`src/rtl/data_sync.sv`:
```
// Multi-bit bus synchronizer: BUS_EN crosses through a flop chain, its rising edge
// captures UNSYNC_BUS and emits a one-cycle ENABLE_PULSE. Optional: DATA_SYNC_GLITCH_FILTER_EN.
module data_sync #(
    parameter int unsigned NUM_STAGES = 2,
    parameter int unsigned BUS_WIDTH  = 8
) (
    input  logic                 CLK,
    input  logic                 RST,
    input  logic [BUS_WIDTH-1:0] UNSYNC_BUS,
    input  logic                 BUS_EN,
    output logic [BUS_WIDTH-1:0] SYNC_BUS,
    output logic                 ENABLE_PULSE
);

    logic [NUM_STAGES-1:0] sync_q;
    logic                  sync_en;
    logic                  qual_en;
    logic                  pulse_q;
    logic                  rise;
    logic [BUS_WIDTH-1:0]  sync_bus_q;
    logic                  enable_pulse_q;

    always_ff @(posedge CLK or posedge RST) begin
        if (RST) begin
            sync_q <= '0;
        end else begin
            sync_q <= {sync_q[NUM_STAGES-2:0], BUS_EN};
        end
    end

    assign sync_en = sync_q[NUM_STAGES-1];

`ifdef DATA_SYNC_GLITCH_FILTER_EN
    logic filt_q;

    always_ff @(posedge CLK or posedge RST) begin
        if (RST) begin
            filt_q <= 1'b0;
        end else begin
            filt_q <= sync_en;
        end
    end

    // Two consecutive high samples at the chain output are needed to qualify.
    always_comb begin
        qual_en = sync_en & filt_q;
    end
`else
    always_comb begin
        qual_en = sync_en;
    end
`endif

    always_comb begin
        rise = qual_en & ~pulse_q;
    end

    always_ff @(posedge CLK or posedge RST) begin
        if (RST) begin
            pulse_q        <= 1'b0;
            sync_bus_q     <= '0;
            enable_pulse_q <= 1'b0;
        end else begin
            pulse_q        <= qual_en;
            enable_pulse_q <= rise;
            if (rise) begin
                sync_bus_q <= UNSYNC_BUS;
            end
        end
    end

    assign SYNC_BUS     = sync_bus_q;
    assign ENABLE_PULSE = enable_pulse_q;

endmodule

```
`config.mk`:
```
export PLATFORM = sky130hd
export DESIGN_NAME = data_sync
export DESIGN_NICKNAME = d
export VERILOG_FILES = /design/src/rtl/data_sync.sv
export SDC_FILE = /design/constraint.sdc
export NUM_CORES = 1
export LEC_CHECK = 0
export BUFFER_PORTS_ARGS = -buffer_cell sky130_fd_sc_hd__buf_2
export CAP_MARGIN = 25
export CORE_AREA = 2 2 39 41
export DETAILED_ROUTE_END_ITERATION = 16
export DIE_AREA = 0 0 41 43
export PLACE_DENSITY_LB_ADDON = 0.12
export SLEW_MARGIN = 15
export SYNTH_ARGS = -nofsm -noshare
export SYNTH_HDL_FRONTEND = slang
export SYNTH_SLANG_ARGS = --single-unit
```
`constraint.sdc`:
```
create_clock -name CLK -period 1.3 [get_ports CLK]
set_clock_uncertainty 0.05 [all_clocks]
set_input_delay 0.195 -clock CLK [delete_from_list [all_inputs] [get_ports CLK]]
set_output_delay 0.195 -clock CLK [all_outputs]
set_load 0.01 [all_outputs]
```
======== After elaboration in Yosys (flattened, before gate mapping) ========
Index checks and enable logic that the tools add are counted.
Widths: inputs -> output; s select.
word-level totals
  register bits after elaboration ......... 12
  logic and storage cells ................. 6
  input bits .............................. 11
  output and inout port bits .............. 9
operators by class
  bitwise operators ....................... 2
operators with widths
  cell         count
  $and 1x1->1  1
  $not 1->1    1

======== Logic depth before layout (Yosys ltp) ========
Gate-level depths: netlist of run 1.
  word-level depth ........................ 2
  mapped depth ............................ 3

======== Least setup slack after synthesis of run 1 ========
OpenSTA, ideal clock, no wires.
  path kind ............................... register to register
  start point ............................. register pulse_q
  end point ............................... register sync_bus_q[0] (netlist: SYNC_BUS[0])
  stages on the path, launching flop included .. 4
  arrival time ............................ 0.918 ns
  path buffers ............................ 1
  setup time .............................. 0.125 ns
  slack ................................... 0.207 ns
  path through ............................ dfrtp_1 > nor2b_4 > buf_12 > mux2_4
between the ends
  cells in the longest elaborated chain, start to end .. 2
ends and longest elaborated chain
  what                    line  RTL
  start, declared         18    logic pulse_q;
  start signal, assigned  64    pulse_q <= qual_en;
  $not 1->1               55    rise = qual_en & ~pulse_q;
  $and 1x1->1             55
  net rise                19    logic rise;
  end signal, assigned    61    sync_bus_q <= '0;
  end signal, assigned    67    sync_bus_q <= UNSYNC_BUS;
  end, declared           20    logic [BUS_WIDTH-1:0] sync_bus_q;
The timed path passes the listed nets, and every way through them passes these cells.
A chain may end at the register's enable or synchronous reset.

======== Worst setup path in the final report of run 1 ========
  start point ............................. register pulse_q
  end point ............................... register sync_bus_q[6] (netlist: SYNC_BUS[6])
between the ends
  cells in the longest elaborated chain, start to end .. 2
ends and longest elaborated chain
  what         line
  $not 1->1    55
  $and 1x1->1  55
Every way passes these cells.

==> results.md, run 1 <==
- Sink Count: 12
- Clock share of power: 32.1%
- # diodes: 0
- Setup violators final: 0
- Syn avg cell area: 19.9 sq um
- Period Utilization, post-route: 94.5%
- CTS Buf Count: 3
- Global route total overflow: 0
- Global-route wire length before repair: 1.16 mm
- Register-to-Register Path Depth: 2
- Global-route total usage across every layer: 10.5%
- Leak: 0.000319 uW
- Full die area: 0.00176 sq mm
- Worst-path cell with the longest stage delay: dfrtp_1
- Cells on Worst Hold Path: 2
- H-tree Lvls: 1
- CTS tree: built
- Synth warn: 0
- Core ar.: 0.00138 sq mm
- Starting Density: 33.1%
- Max clock buf depth: 2
- Worst slew margin: 70.7%
- Post-CTS Setup Bufs: 0
- Post-Syn Nets: 34
- Pwr Density: 1430 mW/mm^2
- Final Max Slew Viols: 0
- Area delta synth->final: 33.1%
- Largest family of logic cells by synthesized area: multiplexers
- Compound-gate portion of the synthesized area: 0%
- Final net count: 59
- Die Span X: 41 microns
- Post-synthesis sequential area ratio: 65.6%
- Reg power frac: 50.4%
- Initial drt markers: 0
- Pre-CTS setup slack: 0.0538 ns
- Slowest cell delay on critical path: 0.40 ns
- Setup CP Type: register to register
- Routed Antenna Nets: 0
- Clock root cell: clkbuf_4
- Worst-Margin Slew: 0.438 ns
- Cell Int Power: 679 uW
- Fin. Hold Viols: 0
- Max Fclk: 814 MHz
- XOR/XNOR share of the synthesized area: 0%
- I/O pin count: 20
- Worst r2r src: pulse_q$_DFF_PP0_
- WP data required: 1.40 ns
- CP top delay family: flip-flops
- Post-CTS sizing: 0
- Worst Hold End: SYNC_BUS[7]$_DFFE_PP0P_
- Crit-path max FO: 9
- CP Launch Type: register
- Fin crit period: 1.23 ns
- WP data arrival: 1.33 ns
- Hold Crit Class: input port to register
- Status: complete, no violations
- Router iterations before antenna repair: 1
- Clock Pin Slew Worst Setup and Hold Paths: 0.07 ns
- Share of layout cells above drive strength 1: 68.1%
- Drt total wl: 714 microns
- Post-synthesis mux area share: 26.2%
- Crit path capture type: register
- Final setup margin: 0.0710 ns
- Switching pwr: 191 uW
- Post-synthesis cell count: 23
- Power share of the combinational group: 17.6%
- Number of remaining DRC errors: 0
- Sw Share: 21.9%
- Vias in the first global route: 287
- Die height: 43 microns
- Mapped Area: 458 sq um
- Synth Register Bits: 12
- Core Rows: 14
- Synth unique cells: 5
- Gp weighted congestion: 0.651
- Worst Hold Launch: UNSYNC_BUS[7]
- Via Count: 263
- Avg WL per Cell: 11.3 microns
- FF-to-FF End: SYNC_BUS[6]$_DFFE_PP0P_
- R2R setup slack: 0.07 ns
- Initial antenna violation count: 0
- Max Cap Viol: 0
- Largest net degree at the start of global routing: 13
- Setup TNS: 0 ns
- RSZ-0062 raised after global routing: false
- Vias/cell: 4.17
- Peak supply drop: 0.000566 V
- Buf+Inv Stages, Crit Path: 0
- Worst-Skew Late Latency: 0.26 ns
- Cell total after placement: 57
- Cell breakdown of the critical path: nor2b_4 -> mux2_4
- Port bufs: 19
- Fin cells: 63
- Post-synthesis adder-cell area fraction: 0%
- Post-synthesis simple-gate area fraction: 3.01%
## power by group through the flow
stage               clock network (uW)  logic (uW)  registers (uW)
finish                             279         153             438
global route                       326         168             443
global placement                     0         149             443
detailed placement                   0         151             446
floorplan                            0        77.6             463
CTS                                292         156             439
## synth_stat cells
| library cell | number | area [sq um] |
|---|---|---|
| buf_12 | 1 | 20.0 |
| inv_1 | 1 | 3.75 |
| mux2_4 | 8 | 120 |
| nor2b_4 | 1 | 13.8 |
| dfrtp_1 | 12 | 300 |
## cells by family (layout without fill, tap and decap cells)
family / count (synthesis) / in the layout
simple gates: 1 / 1
buf+inv: 2 / 26
mux: 8 / 8
flops: 12 / 12
## cell type report
class / count / area (sq um)
multi-input cells: 9 / 134
fillers: 130 / 774
clock buffers: 4 / 36.3
inverters: 1 / 3.75
well taps: 16 / 20.0
repair buffers: 21 / 115
flip-flops and latches: 12 / 300
## sequential cells by signal (all words and copies together), names as in the netlist
name and cells:
pulse_q 1, ENABLE_PULSE 1, sync_q 2, SYNC_BUS 8
## worst register-to-register path: cells and delay by family (launching register included)
family	cells	cell delay, ns
multiplexers	1	0.34
flip-flops	1	0.40
AND/OR/NAND/NOR	1	0.33
## cell usage in the layout (no fill, tap or decap)
cell type       n
buf_2          19
dfrtp_1        12
mux2_4          8
clkbuf_4        3
dlygate4sd3_1   2
nor2b_4         1
inv_1           1
clkbuf_8        1
## metrics by stage
stage	utilization (%)	hold slack [ns]	total power, uW	instance area (sq um)
after floorplan	-	0.00970	540	458
after global placement	40.0	0.149	592	553
after detailed placement	40.0	0.165	597	553
after CTS	44.0	0.101	887	609
after global routing	44.0	0.0887	937	609
final	44.0	0.110	870	609
## timing repair
action,4_1_cts,5_1_grt
hold buffers,2,0
setup endpoints to repair,0,0
hold endpoints to repair,13,0
## how the worst max path moves through the flow
stage	slack [ns]	cells past startpoint	startpoint	to
4_1_cts	0.05	2	pulse_q$_DFF_PP0_	SYNC_BUS[6]$_DFFE_PP0P_
2_1_floorplan	0.21	3	pulse_q$_DFF_PP0_	SYNC_BUS[0]$_DFFE_PP0P_
6_report	0.07	2	pulse_q$_DFF_PP0_	SYNC_BUS[6]$_DFFE_PP0P_
3_5_place_dp	0.05	2	pulse_q$_DFF_PP0_	SYNC_BUS[6]$_DFFE_PP0P_
3_3_place_gp	0.1	2	pulse_q$_DFF_PP0_	SYNC_BUS[1]$_DFFE_PP0P_
5_1_grt	0.02	2	pulse_q$_DFF_PP0_	SYNC_BUS[6]$_DFFE_PP0P_
## routing by layer
layer  vias up  GRT usage (%)  routed length (microns)
li1        124              -                        -
met1       127           12.5                      288
met2        12           14.1                      356
met3         0           4.71                       69
met4         0           8.00                        0
met5         -              0                        0
Note: power is estimated with default switching activity, not from simulation.
==> run 2: changes to the inputs <==
--- a/config.mk
+++ b/config.mk
@@ -9,5 +9,5 @@
 export CAP_MARGIN = 25
-export CORE_AREA = 2 2 39 41
+export CORE_AREA = 10 10 47 49
 export DETAILED_ROUTE_END_ITERATION = 16
-export DIE_AREA = 0 0 41 43
+export DIE_AREA = 0 0 57 59
 export PLACE_DENSITY_LB_ADDON = 0.12
==> constraint.sdc (replaced) <==
create_clock -name CLK -period 1.3 [get_ports CLK]
set_clock_uncertainty 0.05 [all_clocks]
set_input_delay 0.26 -clock CLK [delete_from_list [all_inputs] [get_ports CLK]]
set_output_delay 0.26 -clock CLK [all_outputs]
set_load 0.01 [all_outputs]
==> results.md, run 2 (synthesis gave the netlist of run 1 again) <==
- Worst-Margin Slew: 0.442 ns (was 0.438 ns)
- Routed Antenna Nets: 0 (unchanged)
- Clock Pin Slew Worst Setup and Hold Paths: 0.07 ns (about the same)
- Sink Count: 12 (unchanged)
- Final Max Slew Viols: 0 (unchanged)
- Top routing layer in use: met3 (unchanged)
- Largest net degree at the start of global routing: 13 (unchanged)
- Share of layout cells above drive strength 1: 69.6% (was 68.1%)
- Fin. Hold Viols: 0 (unchanged)
- Global-route total usage across every layer: 6.12% (was 10.5%)
- Via Count: 264 (was 263)
- WP data required: 1.40 ns (about the same)
- Number of remaining DRC errors: 0 (unchanged)
- Worst r2r src: pulse_q$_DFF_PP0_ (unchanged)
- WP data arrival: 1.32 ns (was 1.33 ns)
- Most common cell after layout, fill and taps aside: buf_2 (unchanged)
- Max clock buf depth: 2 (unchanged)
- Max Fclk: 821 MHz (was 814 MHz)
- Die Span X: 57 microns (was 41 microns)
- Initial drt markers: 0 (unchanged)
- DP Wirelength: 697 microns
- Worst Hold Launch: BUS_EN (was UNSYNC_BUS[7])
- Worst-Skew Late Latency: 0.26 ns (about the same)
- Routed wire length on met3: 116 microns (was 69 microns)
- Worst slew margin: 70.5% (was 70.7%)
- RSZ-0062 raised after global routing: false (unchanged)
- Avg WL per Cell: 14.5 microns (was 11.3 microns)
- Post-CTS Setup Bufs: 0 (unchanged)
- I/O pin count: 20 (unchanged)
- Global route total overflow: 0 (unchanged)
- Core ar.: 0.00140 sq mm (was 0.00138 sq mm)
- Final net count: 58 (was 59)
- Peak supply drop: 0.000597 V (was 0.000566 V)
- Gp weighted congestion: 0.661 (was 0.651)
- Global-route wire length before repair: 1.54 mm (was 1.16 mm)
- M1 WL: 387 microns (was 288 microns)
- Core Rows: 14 (unchanged)
- Vias/cell: 4.26 (was 4.17)
- Period Utilization, post-route: 93.6% (was 94.5%)
- Initial antenna violation count: 0 (unchanged)
- Router iterations before antenna repair: 1 (unchanged)
- Port bufs: 19 (unchanged)
- Fin util: 42.8% (was 44.0%)
- Clock root cell: clkbuf_4 (unchanged)
- # diodes: 0 (unchanged)
- Fill cells: 137 (was 130)
- Die height: 59 microns (was 43 microns)
- Max Cap Viol: 0 (unchanged)
- Crit-path max FO: 9 (unchanged)
- Setup CP Type: register to register (unchanged)
- CP startpoint: pulse_q$_DFF_PP0_ (unchanged)
- Setup TNS: 0 ns (unchanged)
- Post-route cell area: 599 sq um (was 609 sq um)
- Vias in the first global route: 333 (was 287)
- Full die area: 0.00336 sq mm (was 0.00176 sq mm)
- Area delta synth->final: 30.9% (was 33.1%)
- Starting Density: 32.7% (was 33.1%)
- CTS tree: built (unchanged)
- Leak: 0.000315 uW (was 0.000319 uW)
- Wire length on met2: 398 microns (was 356 microns)
- Fin crit period: 1.22 ns (was 1.23 ns)
- Setup violators final: 0 (unchanged)
- Reg area: 300 sq um (unchanged)
- H-tree Lvls: 1 (unchanged)
- Multi-input gate area: 134 sq um (unchanged)
- Crit path capture type: register (unchanged)
- CTS Buf Count: 3 (unchanged)
- Most frequent cells in the layout: 19 x buf_2, 12 x dfrtp_1, 8 x mux2_4 (unchanged)
- Status: complete, no violations (unchanged)
- CP Launch Type: register (unchanged)
- Hold Crit Class: input port to register (unchanged)
- Pwr Density: 1470 mW/mm^2 (was 1430 mW/mm^2)
- Drt total wl: 902 microns (was 714 microns)
- DP Area: 553 sq um (unchanged)
- Largest register FFs: 8 (unchanged)
[run 2: cell types whose count changed in the layout (fill, tap and decap cells not counted), sizes merged]
cell	change
dlygate4sd3	-1
[run 2: final cells by class]
cell class,instances,share of cell area (%)
flip-flops and latches,12,50.1
multi-input cells,9,22.3
repair buffers,20,17.5
clock buffers,4,6.05
well taps,16,3.34
inverters,1,0.626
[run 2: what timing repair did]
item,CTS,global route
hold endpoints to repair,12,0
hold buffers,1,0
resized for setup,0,0
[run 2: worst max-delay path, cell delays in order, from the launching register on]
cell     delay, ns
dfrtp_1       0.40
nor2b_4       0.32
mux2_4        0.33
[run 2: report_power, final]
part | total [uW] | internal [uW] | switching, uW
Clock | 291 | 170 | 122
Sequential | 437 | 416 | 21.6
Combinational | 155 | 91.7 | 62.9
[run 2: path summary, 6_finish.rpt]
check / endpoint / cells past startpoint / slack (ns)
min: sync_q[0]$_DFF_PP0_ / 1 / 0.05
max reg2reg: SYNC_BUS[5]$_DFFE_PP0P_ / 2 / 0.08
min in group asynchronous: SYNC_BUS[6]$_DFFE_PP0P_ / 3 / 0.48
max in group asynchronous: SYNC_BUS[5]$_DFFE_PP0P_ / 3 / 0.41
min reg2reg: sync_q[1]$_DFF_PP0_ / 0 / 0.30
max: SYNC_BUS[5]$_DFFE_PP0P_ / 2 / 0.08
[run 2: per-layer routing]
metal	up-vias	track usage (%)
li1	123	-
met1	126	6.01
met2	15	8.68
met3	0	5.58
met4	0	3.02
met5	-	0
[run 2: stage by stage]
step,setup slack [ns],hold WS [ns],instances,power [uW]
2_1_floorplan,0.207,0.0747,23,540
3_3_place_gp,0.113,0.212,57,597
3_5_place_dp,0.0848,0.236,57,601
4_1_cts,0.0734,0.0466,62,897
5_1_grt,0.0282,0.0336,62,937
6_report,0.0826,0.0506,62,883
==> run 3: changes to the inputs <==
- RECOVER_POWER: default -> 100
==> results.md, run 3 (synthesis gave the netlist of run 1 again) <==
- Sink Count: 12 (unchanged)
- Share of layout cells above drive strength 1: 37.0% (was 69.6%)
- Core Rows: 14 (unchanged)
- Full die area: 0.00336 sq mm (unchanged)
- Reg area: 300 sq um (unchanged)
- Status: complete, no violations (unchanged)
- Routed Antenna Nets: 0 (unchanged)
- CTS Buf Count: 3 (unchanged)
- DP Wirelength: 697 microns (unchanged)
- Register-to-Register Path Depth: 2 (unchanged)
- Worst-Skew Late Latency: 0.26 ns (about the same)
- WP data arrival: 1.30 ns (was 1.32 ns)
- Pre-CTS setup slack: 0.0848 ns (unchanged)
- Fin util: 40.4% (was 42.8%)
- Global route total overflow: 0 (unchanged)
- Final net count: 58 (unchanged)
- Max Cap Viol: 0 (unchanged)
- Core ar.: 0.00140 sq mm (unchanged)
- Vias in the first global route: 333 (unchanged)
- CP Launch Type: register (unchanged)
- RSZ-0062 raised after global routing: false (unchanged)
- R2R setup slack: 0.1 ns (was 0.08 ns)
- Cell breakdown of the critical path: nor2b_4 -> mux2_1 (was nor2b_4 -> mux2_4)
- Largest register FFs: 8 (unchanged)
- Clock Pin Slew Worst Setup and Hold Paths: 0.07 ns (about the same)
- Fin. Hold Viols: 0 (unchanged)
- Max clock buf depth: 2 (unchanged)
- Initial antenna violation count: 0 (unchanged)
- Avg WL per Cell: 14.4 microns (was 14.5 microns)
- Cell total after placement: 57 (unchanged)
- Setup TNS: 0 ns (unchanged)
- Area delta synth->final: 23.5% (was 30.9%)
- Fin crit period: 1.20 ns (was 1.22 ns)
- Global-route wire length before repair: 1.54 mm (unchanged)
- Vias/cell: 4.15 (was 4.26)
- Die height: 59 microns (unchanged)
- Fin cells: 62 (unchanged)
- Hold Crit Class: input port to register (unchanged)
- Router iterations before antenna repair: 1 (unchanged)
- WP data required: 1.40 ns (about the same)
- Port bufs: 19 (unchanged)
- Fill cells: 152 (was 137)
- Final Max Slew Viols: 0 (unchanged)
- Crit path to: SYNC_BUS[5]$_DFFE_PP0P_ (unchanged)
- CTS tree: built (unchanged)
- Starting Density: 32.7% (unchanged)
- Period Utilization, post-route: 92.7% (was 93.6%)
- Worst-path cell with the longest stage delay: dfrtp_1 (unchanged)
- Die Span X: 57 microns (unchanged)
- Most common cell after layout, fill and taps aside: dfrtp_1 (was buf_2)
- Largest net degree at the start of global routing: 13 (unchanged)
- Crit-path max FO: 9 (unchanged)
- Initial drt markers: 0 (unchanged)
- Via Count: 257 (was 264)
- Worst r2r src: pulse_q$_DFF_PP0_ (unchanged)
- Drt total wl: 894 microns (was 902 microns)
- Final setup margin: 0.0953 ns (was 0.0826 ns)
- Number of remaining DRC errors: 0 (unchanged)
- CP startpoint: pulse_q$_DFF_PP0_ (unchanged)
- Crit path capture type: register (unchanged)
- FF-to-FF End: SYNC_BUS[5]$_DFFE_PP0P_ (unchanged)
- # diodes: 0 (unchanged)
- I/O pin count: 20 (unchanged)
- Setup violators final: 0 (unchanged)
- Post-CTS Setup Bufs: 0 (unchanged)
- Slowest cell delay on critical path: 0.40 ns (about the same)
- Peak supply drop: 0.000556 V (was 0.000597 V)
- Max Fclk: 830 MHz (was 821 MHz)
- Most frequent cells in the layout: 12 x dfrtp_1, 10 x buf_2, 9 x clkbuf_1 (was 19 x buf_2, 12 x dfrtp_1, 8 x mux2_4)
- Setup CP Type: register to register (unchanged)
- Multi-input gate area: 111 sq um (was 134 sq um)
- Worst hold slack: 0.0517 ns (was 0.0506 ns)
- Worst slew margin: 70.9% (was 70.5%)
- Gp weighted congestion: 0.661 (unchanged)
- Global-route total usage across every layer: 6.12% (unchanged)
- Pwr Density: 1490 mW/mm^2 (was 1470 mW/mm^2)
- Worst-Margin Slew: 0.436 ns (was 0.442 ns)
- Clock root cell: clkbuf_4 (unchanged)
- H-tree Lvls: 1 (unchanged)
- Leak: 0.000268 uW (was 0.000315 uW)
-- run 3: cell count changes in the layout (fill, tap and decap cells not counted), sizes merged --
cell    before  now
clkbuf       4   13
buf         19   10
-- run 3: report_power, final --
group,switching [uW],internal [uW]
Sequential,21.2,416
Combinational,61.1,58.5
Clock,118,170
-- run 3: worst max-delay path, delay by kind of cell (launching register included) --
family	cells	cell delay, ns
flip-flops	1	0.40
multiplexers	1	0.36
AND/OR/NAND/NOR	1	0.28
-- run 3: how the worst min path moves through the flow --
stage	from	end	slack [ns]	depth (start not counted)
floorplan	RST	ENABLE_PULSE$_DFF_PP0_	0.07	1
global placement	RST	ENABLE_PULSE$_DFF_PP0_	0.21	2
detailed placement	RST	pulse_q$_DFF_PP0_	0.24	2
CTS	BUS_EN	sync_q[0]$_DFF_PP0_	0.05	1
global route	BUS_EN	sync_q[0]$_DFF_PP0_	0.03	1
finish	BUS_EN	sync_q[0]$_DFF_PP0_	0.05	1
-- run 3: final cells by class --
cell class / count / share of cell area (%)
inverters: 1 / 0.664
multi-input cells: 9 / 19.7
flip-flops and latches: 12 / 53.1
clock buffers: 4 / 6.42
repair buffers: 20 / 16.6
well taps: 16 / 3.54
-- run 3: what timing repair did --
action                                 in CTS  in global routing
endpoints found under the hold margin      12                  0
hold buffers                                1                  0
gates resized for setup                     0                  0
-- run 3: through the flow --
step,total power (uW),cell area [sq um]
after floorplan,540,458
after global placement,597,553
after detailed placement,601,553
after CTS,897,599
after global routing,899,566
final,844,566
-- run 3: metal layers --
layer,part of all wire [%],vias up,wire length [microns],track usage (%)
met1,43,121,383,6.01
met5,0,-,0,0
met3,13,0,119,5.58
met2,44,15,391,8.68
met4,0,0,0,3.02
li1,-,121,-,-
